$ cat src/rtl/uart_rx.sv
// UART receiver: 2-flop synchronised rx, mid-bit sampling driven by an oversample tick,
// LSB-first deserialisation with optional parity, registered done/error strobes.
module uart_rx #(
    parameter int unsigned DATA_BITS  = 8,
    parameter int unsigned OVERSAMPLE = 16,
    parameter bit          PARITY_EN  = 1'b0,
    parameter bit          PARITY_ODD = 1'b0
) (
    input  logic                 clk,
    input  logic                 reset,
    input  logic                 s_tick,
    input  logic                 rx,
    output logic [DATA_BITS-1:0] dout,
    output logic                 rx_done,
    output logic                 frame_err,
    output logic                 parity_err,
    output logic                 busy
);
    localparam int unsigned TCNT_W = $clog2(OVERSAMPLE);
    localparam int unsigned BCNT_W = $clog2(DATA_BITS);
    localparam logic [TCNT_W-1:0] T_HALF = TCNT_W'(OVERSAMPLE / 2 - 1);
    localparam logic [TCNT_W-1:0] T_FULL = TCNT_W'(OVERSAMPLE - 1);
    localparam logic [BCNT_W-1:0] B_LAST = BCNT_W'(DATA_BITS - 1);

    typedef enum logic [2:0] {IDLE, START, DATA, PARITY, STOP} state_e;

    state_e               state_q, state_d;
    logic [TCNT_W-1:0]    tcnt_q, tcnt_d;
    logic [BCNT_W-1:0]    bcnt_q, bcnt_d;
    logic [DATA_BITS-1:0] shreg_q, shreg_d;
    logic [DATA_BITS-1:0] dout_q, dout_d;
    logic                 pbit_q, pbit_d;
    logic                 rx_done_q, rx_done_d;
    logic                 frame_err_q, frame_err_d;
    logic                 parity_err_q, parity_err_d;
    logic                 busy_q, busy_d;
    logic                 rx_meta_q, rx_s_q, rx_prev_q;

    // Synchroniser plus one delayed copy for start-edge detection; idles high.
    always_ff @(posedge clk) begin
        if (reset) begin
            rx_meta_q <= 1'b1;
            rx_s_q    <= 1'b1;
            rx_prev_q <= 1'b1;
        end else begin
            rx_meta_q <= rx;
            rx_s_q    <= rx_meta_q;
            rx_prev_q <= rx_s_q;
        end
    end

    always_ff @(posedge clk) begin
        if (reset) begin
            state_q      <= IDLE;
            tcnt_q       <= '0;
            bcnt_q       <= '0;
            shreg_q      <= '0;
            dout_q       <= '0;
            pbit_q       <= 1'b0;
            rx_done_q    <= 1'b0;
            frame_err_q  <= 1'b0;
            parity_err_q <= 1'b0;
            busy_q       <= 1'b0;
        end else begin
            state_q      <= state_d;
            tcnt_q       <= tcnt_d;
            bcnt_q       <= bcnt_d;
            shreg_q      <= shreg_d;
            dout_q       <= dout_d;
            pbit_q       <= pbit_d;
            rx_done_q    <= rx_done_d;
            frame_err_q  <= frame_err_d;
            parity_err_q <= parity_err_d;
            busy_q       <= busy_d;
        end
    end

    // Frame sequencing; counters only move on s_tick, the start edge is taken on any clock.
    always_comb begin
        state_d      = state_q;
        tcnt_d       = tcnt_q;
        bcnt_d       = bcnt_q;
        shreg_d      = shreg_q;
        dout_d       = dout_q;
        pbit_d       = pbit_q;
        rx_done_d    = 1'b0;
        frame_err_d  = 1'b0;
        parity_err_d = 1'b0;

        case (state_q)
            IDLE: begin
                if (rx_prev_q && !rx_s_q) begin
                    state_d = START;
                    tcnt_d  = '0;
                end
            end
            START: begin
                if (s_tick) begin
                    if (tcnt_q == T_HALF) begin
                        tcnt_d = '0;
                        if (!rx_s_q) begin
                            state_d = DATA;
                            bcnt_d  = '0;
                        end else begin
                            state_d = IDLE;
                        end
                    end else begin
                        tcnt_d = tcnt_q + TCNT_W'(1);
                    end
                end
            end
            DATA: begin
                if (s_tick) begin
                    if (tcnt_q == T_FULL) begin
                        tcnt_d  = '0;
                        shreg_d = {rx_s_q, shreg_q[DATA_BITS-1:1]};
                        if (bcnt_q == B_LAST) begin
                            state_d = PARITY_EN ? PARITY : STOP;
                        end else begin
                            bcnt_d = bcnt_q + BCNT_W'(1);
                        end
                    end else begin
                        tcnt_d = tcnt_q + TCNT_W'(1);
                    end
                end
            end
            PARITY: begin
                if (s_tick) begin
                    if (tcnt_q == T_FULL) begin
                        tcnt_d  = '0;
                        pbit_d  = rx_s_q;
                        state_d = STOP;
                    end else begin
                        tcnt_d = tcnt_q + TCNT_W'(1);
                    end
                end
            end
            STOP: begin
                if (s_tick) begin
                    if (tcnt_q == T_FULL) begin
                        tcnt_d       = '0;
                        dout_d       = shreg_q;
                        rx_done_d    = 1'b1;
                        frame_err_d  = ~rx_s_q;
                        parity_err_d = PARITY_EN & (^shreg_q ^ pbit_q ^ PARITY_ODD);
                        state_d      = IDLE;
                    end else begin
                        tcnt_d = tcnt_q + TCNT_W'(1);
                    end
                end
            end
            default: state_d = IDLE;
        endcase

        busy_d = (state_d != IDLE);
    end

    assign dout       = dout_q;
    assign rx_done    = rx_done_q;
    assign frame_err  = frame_err_q;
    assign parity_err = parity_err_q;
    assign busy       = busy_q;
endmodule
$ cat config.mk
export PLATFORM = sky130hd
export DESIGN_NAME = uart_rx
export DESIGN_NICKNAME = d
export VERILOG_FILES = /design/src/rtl/uart_rx.sv
export SDC_FILE = /design/constraint.sdc
export NUM_CORES = 1
export LEC_CHECK = 0
export CORE_ASPECT_RATIO = 0.9
export CORE_MARGIN = 1.5
export CORE_UTILIZATION = 30
export CTS_BUF_LIST = sky130_fd_sc_hd__clkbuf_4
export DETAILED_ROUTE_END_ITERATION = 8
export HOLD_SLACK_MARGIN = 0.03
export PLACE_DENSITY = 0.59
export SYNTH_ARGS = -nofsm -noshare
export SYNTH_HDL_FRONTEND = slang
export SYNTH_SLANG_ARGS = --single-unit
$ cat constraint.sdc
create_clock -name clk -period 2.4 [get_ports clk]
set_clock_uncertainty 0.05 [all_clocks]
set_input_delay 0.36 -clock clk [delete_from_list [all_inputs] [get_ports clk]]
set_output_delay 0.36 -clock clk [all_outputs]
set_load 0.01 [all_outputs]
Word-level counts from Yosys, hierarchy flattened
Cells that the tools add are included.
- order comparisons: 0
- equality and inequality tests: 15
- divide/modulo/power cells: 0
- mux-type cells: 26
- bitwise gates (word level): 4
- add/sub/neg operators: 2
- shifts and indexed selects: 0
- reductions and logical operators: 13
- multiply operators: 0
- operators with widths (cell ; number):
    $mux 3 ; 16
    $mux 4 ; 5
    $pmux 3 s5 ; 1
    $ne 2x2->1 const B ; 7
    $pmux 4 s3 ; 1
    $reduce_and 7->1 ; 1
    $eq 3x2->1 const B ; 2
    $eq 3x3->1 const B ; 2
    $pmux 3 s2 ; 1
    $reduce_and 3->1 ; 2
    $reduce_bool 3->1 ; 2
    $reduce_or 3->1 ; 2
    $add 4x1->4 const B ; 1
    $eq 4x3->1 const B ; 1
    $eq 4x4->1 const B ; 1
    $not 1->1 ; 4
    $reduce_and 4->1 ; 1
    $reduce_or 4->1 ; 1
    $add 3x1->3 const B ; 1
    $eq 3x1->1 const B ; 1
    $logic_not 3->1 ; 1
    $mux 2 ; 1
    $ne 2x1->1 const B ; 1
    $reduce_bool 2->1 ; 1
    other kinds (3) ; 3
- input port bits: 4
- output and inout port bits: 12
- bits in read-only memories: 0
- word-level logic and storage cells: 71
- latch bits: 0
- memories kept: 0
- bits in writable memories: 0
- register bits: 32

Depth between registers and ports, before layout
Gate-level depths: netlist of run 1.
- depth in word-level cells: 6
- depth in mapped cells: 6
- gate-level depth less buffers: 5

Worst setup path before layout of run 1
OpenSTA, ideal clock, no wires.
- kind: register to register
- from: reg state_q[0]
- to: reg bcnt_q[0]
- data required time: 2280 ps
- cell stages (with the launch flop): 5
- library setup time: 70 ps
- buffers on the path: 0
- slack: 686 ps
- arrival time: 1594 ps
- clock period less this slack: 1714 ps
- path through: dfxtp_1 -> nor3b_1 -> mux2_2 -> or4_1 -> a21oi_1
- word-level cells in the longest chain between the ends: 3
- elaborated cells between the ends (all ways): 11
- RTL lines (element ; RTL line ; source):
    from (decl) ; 27 ; state_e state_q, state_d;
    from (signal assigned) ; 65 ; state_q <= state_d;
    $eq 3x2->1 or $eq 3x1->1 (tied branches) ; 90 ; case (state_q)
    $ne 2x2->1 (no line) or $reduce_bool 2->1 (tied branches) ; -- ;
    $reduce_and 7->1 (no line) ; -- ;
    to (signal assigned) ; 67 ; bcnt_q <= bcnt_d;
    to (decl) ; 29 ; logic [BCNT_W-1:0] bcnt_q, bcnt_d;
Several ways; a longest one is shown, not always the timed one.
A chain may end at the register's enable or synchronous reset.

Worst setup path in the final report of run 1
- from: reg state_q[1]
- to: reg bcnt_q[0]
Same word-level chain as after synthesis.

==> results of run 1 <==
registers in the layout (all words and copies together), names as in the netlist:
signal,flops
dout,8
shreg_q,8
tcnt_q,4
bcnt_q,3
state_q,3
busy,1
frame_err,1
rx_done,1
rx_meta_q,1
rx_prev_q,1
rx_s_q,1
critical path, cell delays in order, from the launching register on:
cell,delay [ps]
dfxtp_1,540
nor3b_1,390
mux2_2,420
or4_1,470
a21oi_1,140
metal layers:
layer  part of all wire  vias up  global-route usage  wire, um
met4             0.0096        0              0.0477        27
met2               0.49       24               0.215      1380
li1                   -      547                   -         -
met1               0.46      503               0.139      1300
met5                  0        -                   0         0
met3              0.038        4              0.0388       108
cell usage in the layout (no fill, tap or decap):
master and count:
nand2b_1 2, nor2b_1 2, clkdlybuf4s50_1 14, and4_1 1
nand4_1 1, a21oi_1 10, or3b_4 1, nor2_4 1
nor2_1 21, or3_1 5, inv_1 2, o21ai_1 1
mux2_2 1, clkbuf_4 6, or2_1 1, and3_1 2
nor4b_2 1, o21a_1 1, bufinv_16 1, or4_1 1
a21boi_0 1, dfxtp_1 32, o21ai_0 5, conb_1 1
or3b_2 1, nand2_1 4, buf_4 2, nand3_1 7
xnor2_1 1, ha_1 3, a211oi_1 1, and2_1 1
or4b_1 1, mux2i_1 16, or2_2 3, a31oi_1 2
o211ai_1 4, clkinv_2 1, o2111ai_1 1, nor3b_1 1
where the power goes:
group	switching, mW	internal (mW)	leakage (nW)
registers	0.00470	0.535	0.259
logic	0.0193	0.0152	0.318
clock network	0.191	0.230	0.0456
total	0.215	0.780	0.622
metrics by stage:
| step | total power [mW] | util | hold WS, ps | instance area (sq um) | instances |
|---|---|---|---|---|---|
| CTS | 1.01 | 0.370 | 380 | 1650 | 225 |
| global route | 1.03 | 0.370 | 392 | 1650 | 225 |
| detailed placement | 0.587 | 0.352 | 356 | 1570 | 217 |
| global placement | 0.585 | 0.352 | 352 | 1570 | 217 |
| finish | 0.995 | 0.370 | 372 | 1650 | 225 |
| floorplan | 0.575 | - | 339 | 1390 | 148 |
worst min path at each step:
stage | startpoint | end | slack [ps]
finish | rx_meta_q$_SDFF_PP1_ | rx_s_q$_SDFF_PP1_ | 370
global route | rx_meta_q$_SDFF_PP1_ | rx_s_q$_SDFF_PP1_ | 390
CTS | rx_meta_q$_SDFF_PP1_ | rx_s_q$_SDFF_PP1_ | 380
detailed placement | rx_meta_q$_SDFF_PP1_ | rx_s_q$_SDFF_PP1_ | 360
global placement | rx_meta_q$_SDFF_PP1_ | rx_s_q$_SDFF_PP1_ | 350
floorplan | rx_meta_q$_SDFF_PP1_ | rx_s_q$_SDFF_PP1_ | 340
cells by family after synthesis:
group	count (synthesis)	share of synthesized area
AND/OR/NAND/NOR	57	0.227
buffers and inverters	11	0.0432
XOR/XNOR	1	0.00630
flip-flops	32	0.460
multiplexers	17	0.123
adder cells (fa/ha/maj)	3	0.0270
AO/OA/AOI/OAI	26	0.111
other	1	0.00270
cell type report:
cell class	instances	share of cell area
multi-input combinational	105	0.418
inverter	2	0.00455
sequential	32	0.388
tap	62	0.0470
clock inverter	2	0.0212
timing repair buffer	16	0.0939
clock buffer	6	0.0273
==> results.json, run 1 <==
{
  "timing_worst_setup_path_type": "reg -> reg",
  "synthesis.nets": 155,
  "fp.coreArea_sq_mm": 0.00446,
  "tightest_slew_ps": 501,
  "avgSynthCellArea_sq_um": 9.40,
  "cts_tree": "done",
  "io_pins": 16,
  "ys_ff_latch": 32,
  "num_antenna_cells": 0,
  "cts_root_buf": "clkbuf_4",
  "clk_pin_slew_ps": 110,
  "place_ws_ps": 345,
  "grt_max_degree": 20,
  "p_leak_nw": 0.622,
  "worst-path-max-fanout": 11,
  "vias": 1078,
  "cts_resized": 0,
  "insertion_delay_ps": 330,
  "crit_required_ps": 2600,
  "post_cts_buffers": 0,
  "ys.warnings.count": 0,
  "regArea_sq_um": 641,
  "areaGrowthSynthToFinish_pct": 18.7,
  "drv_slew": 0,
  "hold_class": "reg -> reg",
  "p_per_area_mw_per_mm2": 603,
  "critPathArrivalTime_ps": 2300,
  "rr_endpoint": "bcnt_q[0]$_SDFFE_PP0P_",
  "cts_inserted_buffers": 5,
  "cts_sinks": 32,
  "drcViolationCount": 0,
  "overflow": 0,
  "fp-row-count": 23,
  "grt_pass1_wl_mm": 4.69,
  "cts_hold_buf": 0,
  "multiInputGateArea_sq_um": 691,
  "tns_ps": 0,
  "synth_enable_flop_cells": 0,
  "wire_per_inst_um": 12.5,
  "period_needed_ps": 2100,
  "ctsLongestPathBuffers": 2,
  "first_iter_violations": 58,
  "critical_path.startpoint_type": "flip-flop",
  "syn_area_sq_mm": 0.00139,
  "placement.io_buffers": 14,
  "initial_utilization": 0.312,
  "synth_largest_area_cell": "dfxtp_1",
  "yosysMostFrequentCell": "dfxtp_1",
  "antenna_found_initial": 0,
  "drv_cap": 0,
  "nets": 169,
  "dp_hpwl_mm": 1.95,
  "endpoint": "bcnt_q[0]$_SDFFE_PP0P_",
  "dr.pass1.iters": 4,
  "hold_viol_final": 0,
  "gp_congestion": 0.803,
  "via_per_inst": 4.79,
  "r2r_slack_ps": 300,
  "rsz0062_at_grt": "false",
  "reg2reg_depth": 4,
  "die_w_um": 74.8,
  "timing.fmax_mhz": 476,
  "crit_path_end_kind": "flip-flop",
  "worstReg2RegStart": "state_q[1]$_SDFF_PP0_",
  "hold_depth": 1,
  "status": "finished, final reports clean",
  "synth_common_cells": "dfxtp_1, nor2_1, mux2i_1",
  "setup_ws_ps": 300,
  "fillers": 469,
  "setup-violations-final": 0,
  "finalWirelength_mm": 2.81,
  "ant_nets": 0,
  "ys_async_sr_fraction": 0,
  "ctsHtreeMaxLevel": 2,
  "relSlewSlack": 0.665,
  "seq_area_frac_synth": 0.460,
  "ys.flop_type": "dfxtp_1",
  "critPathLaunch": "state_q[1]$_SDFF_PP0_",
  "ir_worst_vdd_v": 0.000288,
  "finalCritPeriodShare": 0.875,
  "first_global_vias": 1089,
  "layout-drive-gt1-share": 0.110,
  "synth_top_area_frac": 0.460,
  "die_y_um": 67.6,
  "synth_cell_types": 39,
  "syn_inst": 148,
  "synth_area_leaders": "dfxtp_1, mux2i_1, nor2_1, a21oi_1, ha_1",
  "grt.total_usage": 0.123,
  "dieArea_sq_mm": 0.00506
}
(Power assumes the default switching activity.)
==> run 2, diff against run 1 <==
--- a/config.mk
+++ b/config.mk
@@ -9,6 +9,7 @@
 export CORE_MARGIN = 1.5
 export CORE_UTILIZATION = 30
 export CTS_BUF_LIST = sky130_fd_sc_hd__clkbuf_4
+export CTS_CLUSTER_DIAMETER = 150
 export DETAILED_ROUTE_END_ITERATION = 8
 export HOLD_SLACK_MARGIN = 0.03
 export PLACE_DENSITY = 0.59
==> results of run 2 <==
No change in the layout: final DEF, timing and power equal those of run 1.
==> run 3, diff against run 2 <==
--- a/config.mk
+++ b/config.mk
@@ -5,6 +5,7 @@
 export SDC_FILE = /design/constraint.sdc
 export NUM_CORES = 1
 export LEC_CHECK = 0
+export ABC_CLOCK_PERIOD_IN_PS = 2400
 export CORE_ASPECT_RATIO = 0.9
 export CORE_MARGIN = 1.5
 export CORE_UTILIZATION = 30
==> results of run 3 <==
No change in the layout: final DEF, timing and power equal those of run 1.
